$ cat config.mk
export PLATFORM = sky130hd
export DESIGN_NAME = if_stage
export DESIGN_NICKNAME = d
export VERILOG_FILES = /design/src/rtl/if_stage_pkg.sv /design/src/rtl/if_stage_fetch_queue.sv /design/src/rtl/if_stage.sv
export SDC_FILE = /design/constraint.sdc
export NUM_CORES = 1
export LEC_CHECK = 0
export CORE_MARGIN = 2
export CORE_UTILIZATION = 50
export DETAILED_ROUTE_END_ITERATION = 8
export HOLD_SLACK_MARGIN = 0.12
export PLACE_DENSITY = 0.85
export SLEW_MARGIN = 20
export SYNTH_ARGS = -nofsm -noshare
export SYNTH_HDL_FRONTEND = slang
export SYNTH_SLANG_ARGS = --single-unit
$ cat constraint.sdc
create_clock -name clk -period 3 [get_ports clk]
set_input_delay 0.45 -clock clk [delete_from_list [all_inputs] [get_ports clk]]
set_output_delay 0.45 -clock clk [all_outputs]
set_load 0.01 [all_outputs]
$ cat src/rtl/if_stage_pkg.sv
// Shared bus types and constants for the instruction-fetch stage.
package if_stage_pkg;

  localparam logic [31:0] RESET_PC_DEFAULT = 32'h0000_3000;
  localparam logic [31:0] INSTR_NOP        = 32'h0000_0000;

  typedef logic [31:0] word_t;
  typedef logic [31:0] addr_t;

  typedef struct packed {
    addr_t pc;
    word_t instr;
  } fqEntry_t;

  typedef enum logic [1:0] {
    ST_BOOT  = 2'd0,
    ST_FETCH = 2'd1,
    ST_FLUSH = 2'd2
  } ifState_e;

  function automatic addr_t alignPc(input addr_t a);
    return a & ~32'h0000_0003;
  endfunction

endpackage

$ cat src/rtl/if_stage_fetch_queue.sv
// Synchronous FIFO of {pc, instr} entries; clear wins over push/pop.
module fetch_queue
  import if_stage_pkg::*;
#(
  parameter int DEPTH = 2
) (
  input  logic                     clk,
  input  logic                     rst,
  input  logic                     push,
  input  fqEntry_t                 pushData,
  input  logic                     pop,
  input  logic                     clear,
  output fqEntry_t                 headData,
  output logic [$clog2(DEPTH):0]   count,
  output logic                     empty,
  output logic                     full
);

  localparam int AW = $clog2(DEPTH);
  localparam logic [AW:0] FULL_CNT = (AW+1)'(DEPTH);

  fqEntry_t        mem_r [DEPTH];
  logic [AW-1:0]   wrPtr_r;
  logic [AW-1:0]   rdPtr_r;
  logic [AW:0]     count_r;
  logic            doPush_s;
  logic            doPop_s;

  assign empty    = (count_r == '0);
  assign full     = (count_r == FULL_CNT);
  assign count    = count_r;
  assign headData = mem_r[rdPtr_r];
  assign doPop_s  = pop && !empty;
  assign doPush_s = push && (!full || doPop_s);

  // Pointer and occupancy bookkeeping.
  always_ff @(posedge clk or negedge rst) begin
    if (!rst) begin
      wrPtr_r <= '0;
      rdPtr_r <= '0;
      count_r <= '0;
    end else if (clear) begin
      wrPtr_r <= '0;
      rdPtr_r <= '0;
      count_r <= '0;
    end else begin
      if (doPush_s) wrPtr_r <= wrPtr_r + AW'(1'b1);
      if (doPop_s)  rdPtr_r <= rdPtr_r + AW'(1'b1);
      count_r <= count_r + {{AW{1'b0}}, doPush_s} - {{AW{1'b0}}, doPop_s};
    end
  end

  // Entry storage.
  always_ff @(posedge clk or negedge rst) begin
    if (!rst) begin
      for (int i = 0; i < DEPTH; i++) mem_r[i] <= '0;
    end else if (doPush_s && !clear) begin
      mem_r[wrPtr_r] <= pushData;
    end
  end

endmodule

$ cat src/rtl/if_stage.sv
// Instruction-fetch stage: PC, in-order imem requests, fetch queue and IF/ID register.
module if_stage
  import if_stage_pkg::*;
#(
  parameter logic [31:0] RESET_PC = RESET_PC_DEFAULT,
  parameter int          FQ_DEPTH = 2
) (
  input  logic        clk,
  input  logic        rst,
  output logic        imem_req,
  output logic [31:0] imem_addr,
  input  logic        imem_gnt,
  input  logic        imem_rvalid,
  input  logic [31:0] imem_rdata,
  input  logic        stall_in,
  input  logic        redirect_en,
  input  logic [31:0] redirect_pc,
  output logic        id_valid,
  output logic [31:0] id_instr,
  output logic [31:0] id_pc
);

  localparam int AW = $clog2(FQ_DEPTH);
  localparam int CW = AW + 1;
  localparam logic [CW-1:0] DEPTH_C = CW'(FQ_DEPTH);

  ifState_e      state_r;
  addr_t         pc_r;
  logic [CW-1:0] osd_r, drop_r, osdNext_s, dropNext_s, fqCount_s;
  addr_t         ipc_r [FQ_DEPTH];
  logic [AW-1:0] ipcWr_r, ipcRd_r;
  logic          idValid_r;
  word_t         idInstr_r;
  addr_t         idPc_r;
  logic          fqEmpty_s, fqFull_s, fqPush_s, fqPop_s, popFree_s, issue_s, grant_s;
  logic [CW:0]   reserved_s, limit_s;
  fqEntry_t      fqHead_s, fqIn_s;

  // A head pop this cycle frees a slot, so the reservation may count it.
  assign popFree_s  = !stall_in && !fqEmpty_s;
  assign reserved_s = {1'b0, osd_r} + {1'b0, fqCount_s};
  assign limit_s    = {1'b0, DEPTH_C} + {{CW{1'b0}}, popFree_s};
  assign issue_s    = (state_r != ST_BOOT) && (reserved_s < limit_s) && (!fqFull_s || popFree_s);
  assign grant_s    = issue_s && imem_gnt;
  assign osdNext_s  = osd_r + {{AW{1'b0}}, grant_s} - {{AW{1'b0}}, imem_rvalid};
  assign fqPop_s    = !redirect_en && !stall_in;
  assign fqIn_s     = '{pc: ipc_r[ipcRd_r], instr: imem_rdata};

  assign imem_req  = issue_s;
  assign imem_addr = pc_r;
  assign id_valid  = idValid_r;
  assign id_instr  = idInstr_r;
  assign id_pc     = idPc_r;

  // Response routing: discard while draining, otherwise push into the queue.
  always_comb begin
    dropNext_s = drop_r;
    fqPush_s   = 1'b0;
    if (redirect_en) begin
      dropNext_s = osdNext_s;
    end else if (imem_rvalid) begin
      if (drop_r != '0) begin
        dropNext_s = drop_r - CW'(1'b1);
      end else begin
        fqPush_s = 1'b1;
      end
    end else begin
      dropNext_s = drop_r;
    end
  end

  // Issued-PC shadow queue, aligned with memory responses (dropped ones included).
  always_ff @(posedge clk or negedge rst) begin
    if (!rst) begin
      for (int i = 0; i < FQ_DEPTH; i++) ipc_r[i] <= '0;
      ipcWr_r <= '0;
      ipcRd_r <= '0;
    end else begin
      if (grant_s) begin
        ipc_r[ipcWr_r] <= pc_r;
        ipcWr_r        <= ipcWr_r + AW'(1'b1);
      end
      if (imem_rvalid) ipcRd_r <= ipcRd_r + AW'(1'b1);
    end
  end

  // Control FSM, PC and IF/ID register.
  always_ff @(posedge clk or negedge rst) begin
    if (!rst) begin
      state_r   <= ST_BOOT;
      pc_r      <= RESET_PC;
      osd_r     <= '0;
      drop_r    <= '0;
      idValid_r <= 1'b0;
      idInstr_r <= INSTR_NOP;
      idPc_r    <= '0;
    end else begin
      osd_r  <= osdNext_s;
      drop_r <= dropNext_s;
      if (redirect_en) begin
        pc_r      <= alignPc(redirect_pc);
        state_r   <= (osdNext_s != '0) ? ST_FLUSH : ST_FETCH;
        idValid_r <= 1'b0;
        idInstr_r <= INSTR_NOP;
      end else begin
        if (grant_s) pc_r <= pc_r + 32'd4;
        case (state_r)
          ST_BOOT:  state_r <= ST_FETCH;
          ST_FETCH: state_r <= ST_FETCH;
          ST_FLUSH: state_r <= (dropNext_s == '0) ? ST_FETCH : ST_FLUSH;
          default:  state_r <= ST_BOOT;
        endcase
        if (!stall_in) begin
          if (!fqEmpty_s) begin
            idValid_r <= 1'b1;
            idPc_r    <= fqHead_s.pc;
            idInstr_r <= fqHead_s.instr;
          end else begin
            idValid_r <= 1'b0;
            idInstr_r <= INSTR_NOP;
          end
        end
      end
    end
  end

  fetch_queue #(.DEPTH(FQ_DEPTH)) u_fq (
    .clk      (clk),
    .rst      (rst),
    .push     (fqPush_s),
    .pushData (fqIn_s),
    .pop      (fqPop_s),
    .clear    (redirect_en),
    .headData (fqHead_s),
    .count    (fqCount_s),
    .empty    (fqEmpty_s),
    .full     (fqFull_s)
  );

endmodule

Word-level counts from Yosys, hierarchy flattened
Cells that the tools add are included.

Logic and storage cells: 110. Register bits after elaboration: 301. Output and inout bits: 98.

$add $sub $neg: 12. $lt $le $gt $ge: 7. Equality and inequality tests: 4. Reductions and logical operators: 27. Bitwise gates (word level): 7. Mux-type cells: 35.

Operators with widths (count): $mux 32 (9); $mux 64 (4); $bwmux 128 (1); $bwmux 64 (1); $demux 64 s1 (1); $add 32x3->32 const B (1); $demux 32 s1 (1); $mux 2 (7); $reduce_bool 2->1 (6); $logic_and 1x1->1 (10); $mux 1 (10); $ge 2x2->1 const B (4); $not 1->2 (4); $logic_not 2->1 (3); $add 1x1->1 const B (4); $add 2x1->2 (2); $eq 2x2->1 const B (2); $logic_not 1->1 (4); $lt 2x1->1 const B (2); $pmux 2 s2 (1); $sub 2x1->2 (2); $add 2x1->3 const A (1); $add 2x2->3 (1); $lt 3x3->1 (1); 7 further kinds (10).

Depth between registers and ports, before layout
Word-level depth: 15. Depth in mapped cells: 12. Gate-level depth less buffers: 12.

Hierarchy
From an unflattened synthesis, not the netlist that was laid out.

Cells, all modules: 896. Area, all modules: 13053.8 um2.

By module, submodules not included: if_stage (area each 7074.3 um2, cells an instance 531, instances 1); fetch_queue (area each 5979.5 um2, cells an instance 365, instances 1).

Least setup slack after synthesis
Ideal clock, no wire load.

Path type: reg2reg. Start point: register u_fq.count_r[0], in the netlist u_fq.count[0]. End point: register state_r[1]. Path buffers: 0. Clock period less this slack: 2.819 ns. Setup time: 0.110 ns. Required time: 2.890 ns. Path slack: 0.181 ns. Stages on the path, launching flop included: 13. Arrival time: 2.708 ns. Cells stage by stage: dfrtp_1 -> ha_1 -> fa_1 -> nor4b_4 -> nand2_1 -> ha_1 -> inv_1 -> ha_1 -> xor3_1 -> nand2_1 -> o21ai_0 -> nor2_1 -> o41ai_1.

Longest elaborated chain between the ends: 15. Elaborated cells on any way between the ends: 21. Classes of those cells: add/sub: 4; order compare: 1; eq/ne: 1; mux: 5; reduce/logical: 10.

Ends and longest elaborated chain: start, declared (line if_stage_fetch_queue.sv:25) `logic [AW:0] count_r;`; start signal, assigned (line if_stage_fetch_queue.sv:49) `count_r <= count_r + {{AW{1'b0}}, doPush_s} - {{AW{1'b0}}, doPop_s};`; $logic_not 2->1 (line if_stage_fetch_queue.sv:29) `assign empty = (count_r == '0);`; $logic_not 1->1 (line if_stage.sv:40) `assign popFree_s = !stall_in && !fqEmpty_s;`; $logic_and 1x1->1 (line if_stage.sv:40); $add 2x1->3 (line if_stage.sv:42) `assign limit_s = {1'b0, DEPTH_C} + {{CW{1'b0}}, popFree_s};`; $lt 3x3->1 (line if_stage.sv:43) `assign issue_s = (state_r != ST_BOOT) && (reserved_s < limit_s) && (!fqFull_s || popFree_s);`; $logic_and 1x1->1 (line if_stage.sv:43); $logic_and 1x1->1 * (line if_stage.sv:43); $logic_and 1x1->1 * (line if_stage.sv:44) `assign grant_s = issue_s && imem_gnt;`; $add 2x1->2 * (line if_stage.sv:45) `assign osdNext_s = osd_r + {{AW{1'b0}}, grant_s} - {{AW{1'b0}}, imem_rvalid};`; $sub 2x1->2 * (line if_stage.sv:45); named net osdNext_s[1] (line if_stage.sv:29) `logic [CW-1:0] osd_r, drop_r, osdNext_s, dropNext_s, fqCount_s;`; $mux 2 * (line if_stage.sv:59) `if (redirect_en) begin`; named net dropNext_s[1] (line if_stage.sv:29); $logic_not 2->1 * (line if_stage.sv:110) `ST_FLUSH: state_r <= (dropNext_s == '0) ? ST_FETCH : ST_FLUSH;`; $mux 2 * (line if_stage.sv:110); $pmux 2 s2 * (line if_stage.sv:107) `case (state_r)`; $mux 2 * (line if_stage.sv:100) `if (redirect_en) begin`; end signal, assigned (line if_stage.sv:102) `state_r <= (osdNext_s != '0) ? ST_FLUSH : ST_FETCH;`; end signal, assigned (line if_stage.sv:110); end, declared (line if_stage.sv:27) `ifState_e state_r;`.

Mark *: on every way through the listed nets, which the timed path passes. The rest lies on a longest branch. A chain may end at the register's enable or synchronous reset.

Worst setup path after layout
Start point: register osd_r[0]. End point: output port imem_req.

Longest elaborated chain between the ends: 4.

Ends and longest elaborated chain: start, declared (line if_stage.sv:29); start signal, assigned (line if_stage.sv:98) `osd_r <= osdNext_s;`; $add 2x2->3 (line if_stage.sv:41) `assign reserved_s = {1'b0, osd_r} + {1'b0, fqCount_s};`; $lt 3x3->1 (line if_stage.sv:43); $logic_and 1x1->1 (2 in a row) (line if_stage.sv:43); end, declared (line if_stage.sv:10) `output logic imem_req,`.

No other way between the ends.

==> flow_summary.json <==
{
  "gr-usage-all-layers_pct": 20.2,
  "tns_ns": 0,
  "status": "complete, no violations",
  "synth_cell_types": 44,
  "synthCells": 1031,
  "cts_setup_buffers": 0,
  "tightest_slew_ns": 0.815,
  "routedWlPerCell_um": 16.8,
  "synth_seq_area_share_pct": 59.0,
  "overflow": 0,
  "clk_pin_slew_ns": 0.06,
  "drt_iter0_markers": 477,
  "cts_root_buf": "clkbuf_16",
  "nNetsFinal": 1265,
  "firstDrtPassIters": 5,
  "leakage_nw": 6.60,
  "dp_slack_ns": 0.0143,
  "cts_tree": "built",
  "arrival_ns": 2.36,
  "placementRows": 57,
  "dp.cells": 1480,
  "path_buf_inv": 1,
  "p_per_area_mw_per_mm2": 963,
  "placed_cell_area_sq_mm": 0.0143,
  "final_common_cell": "dfrtp_1",
  "syn2layout_area_growth_pct": 26.0,
  "drt_wl_total_um": 25800,
  "viasPerCell": 5.41,
  "synthesis.area_sq_mm": 0.0123,
  "drtAntennaViolNets": 0,
  "cts_buffer_depth": 3,
  "p_total_w": 0.0149,
  "cts_buffers": 29,
  "grt_max_degree": 94,
  "max_freq_mhz": 355,
  "drive_above_1_share_pct": 17.9,
  "gp_congestion": 0.819,
  "setup-violations-final": 0,
  "slowest_stage": "fa_2",
  "crit_type": "reg -> out",
  "initial_core_util_pct": 50.7,
  "min_period_ns": 2.81,
  "peakVddDrop_v": 0.000501,
  "htreeDepth": 1,
  "core_sq_mm": 0.0242,
  "required_ns": 2.55,
  "dieWidth_um": 161,
  "maxCapViolCount": 0,
  "fin_skew_ns": 0.0112,
  "hold_class": "in -> reg",
  "max_stage_delay_ns": 0.42,
  "clkSinkCount": 289,
  "drc": 0,
  "min_period_over_period_pct": 93.8,
  "ios": 168,
  "finalNonFillerCells": 1533,
  "ys.flop_type": "dfrtp_1",
  "num_vias": 8301,
  "path_delay_family": "adder cells",
  "hold_violations": 0,
  "start_kind": "flip-flop",
  "diodes": 0,
  "setup_slack_ns": 0.185,
  "clk_latency_ns": 0.54,
  "chipHeight_um": 161,
  "syn_area_per_cell_sq_um": 11.9,
  "grt_pass1_vias": 8296,
  "yosysWarnings": 0,
  "post-dp-hpwl_um": 17300,
  "grt_pass1_wl_um": 42400,
  "postSynth.asyncResetShare_pct": 100,
  "nFillCells": 1830,
  "slew_viol_final": 0,
  "end_kind": "primary output",
  "antenna_found_initial": 0,
  "final_cell_mix": "dfrtp_1 (286), clkdlybuf4s50_1 (159), nand2_1 (123), mux2_2 (123), o21ai_0 (117)",
  "synth-edff-count": 0,
  "fin_area_sq_mm": 0.0154,
  "cp_cell_sequence": "ha_1 > fa_2 > o21a_1 > nor4_2 > dlygate4sd2_1",
  "rsz0062_at_grt": "no",
  "die_area_sq_mm": 0.0258,
  "synth_seq_cells": 289,
  "max_slew_margin_pct": 45.7,
  "io_buffers": 161,
  "path_max_fanout": 2
}
## power by group
group	leakage (nW)	internal, W	switching [W]
logic	2.53	0.00244	0.00204
registers	3.56	0.00545	0.000955
clock network	0.518	0.00250	0.00149
total	6.60	0.0104	0.00448
## path summary, 6_finish.rpt
check | from | to | slack, ns | cells past startpoint
worst max-delay path | osd_r[0]$_DFF_PN0_ | imem_req | 0.19 | 5
worst min-delay path | redirect_pc[12] | imem_addr[12]$_DFFE_PN1N_ | 0.45 | 3
worst max register to register | osd_r[0]$_DFF_PN0_ | state_r[1]$_DFF_PN0_ | 0.20 | 12
worst min register to register | id_pc[16]$_DFFE_PN0P_ | id_pc[16]$_DFFE_PN0P_ | 0.48 | 2
max in group asynchronous | rst | id_pc[20]$_DFFE_PN0P_ | 1.74 | 3
min in group asynchronous | rst | imem_addr[23]$_DFFE_PN0N_ | 0.49 | 2
## registers in the layout, indices dropped and copies added (netlist names)
signal,cells
imem_addr,30
ipcRd_r,1
u_fq.mem_r,124
id_valid,1
ipcWr_r,1
id_pc,30
state_r,2
id_instr,32
u_fq.count,2
u_fq.wrPtr_r,1
ipc_r,60
u_fq.rdPtr_r,1
drop_r,2
osd_r,2
## what timing repair did
item / CTS / global route
hold buffers: 1 / 0
pin swaps: 0 / 1
resized for setup: 2 / 5
endpoints found under the hold margin: 75 / 0
endpoints found under the setup margin: 1 / 2
## worst min-delay path, cell delays in order
cell	delay, ns
clkdlybuf4s50_1	0.40
nand2_1	0.06
o21ai_0	0.07
## Yosys cell counts, drive strengths merged, types with 4 or more instances
cell    number  share of area [%]
a21oi       30                1.2
a31oi       17               0.87
and3         4               0.20
and4         6               0.43
buf         32                1.4
clkbuf      34                1.0
dfrtp      287                 59
ha           6               0.61
inv          7               0.21
mux2       123                 11
mux2i       93                7.6
nand2      124                3.8
nand3       11               0.45
nand4       13               0.71
nor2        53                1.6
nor2b        4               0.20
nor3         5               0.20
nor4         4               0.26
o21ai      120                4.9
o31ai        9               0.55
or3          8               0.41
or4          8               0.49
xnor2        7               0.50
xor2         9               0.64
## routing by layer
layer,routed length (um),GRT usage (%),vias to the layer above
li1,-,-,3933
met1,11900,28.5,4069
met2,11900,32.7,263
met3,1540,3.64,36
met4,387,4.87,0
met5,0,0,-
## through the flow
| step | utilization, % | hold slack, ns |
|---|---|---|
| after detailed placement | 59.3 | 0.469 |
| after floorplan | - | 0.154 |
| after CTS | 63.8 | 0.436 |
| after global routing | 63.9 | 0.472 |
| after global placement | 59.3 | 0.458 |
| final | 63.9 | 0.452 |
## layout make-up
| cell class | instances | area, sq um | share of cell area [%] |
|---|---|---|---|
| clock buffers | 38 | 810 | 5.24 |
| clock inverters | 14 | 258 | 1.67 |
| inverters | 8 | 30.0 | 0.195 |
| multi-input cells | 671 | 4740 | 30.7 |
| flip-flops and latches | 289 | 7240 | 46.9 |
| well taps | 324 | 405 | 2.63 |
| repair buffers | 189 | 1950 | 12.7 |
## logic make-up after synthesis
logic type      count (synthesis)  share of synthesized area, %
mux                           216                          18.9
other cells                     1                        0.0306
buf+inv                        74                          2.69
xor+xnor                       17                          1.34
compound gates                181                          7.88
fa+ha+maj                       7                         0.776
simple gates                  246                          9.34
flops                         289                          59.0
No activity file was read; power rests on OpenSTA's default activity.
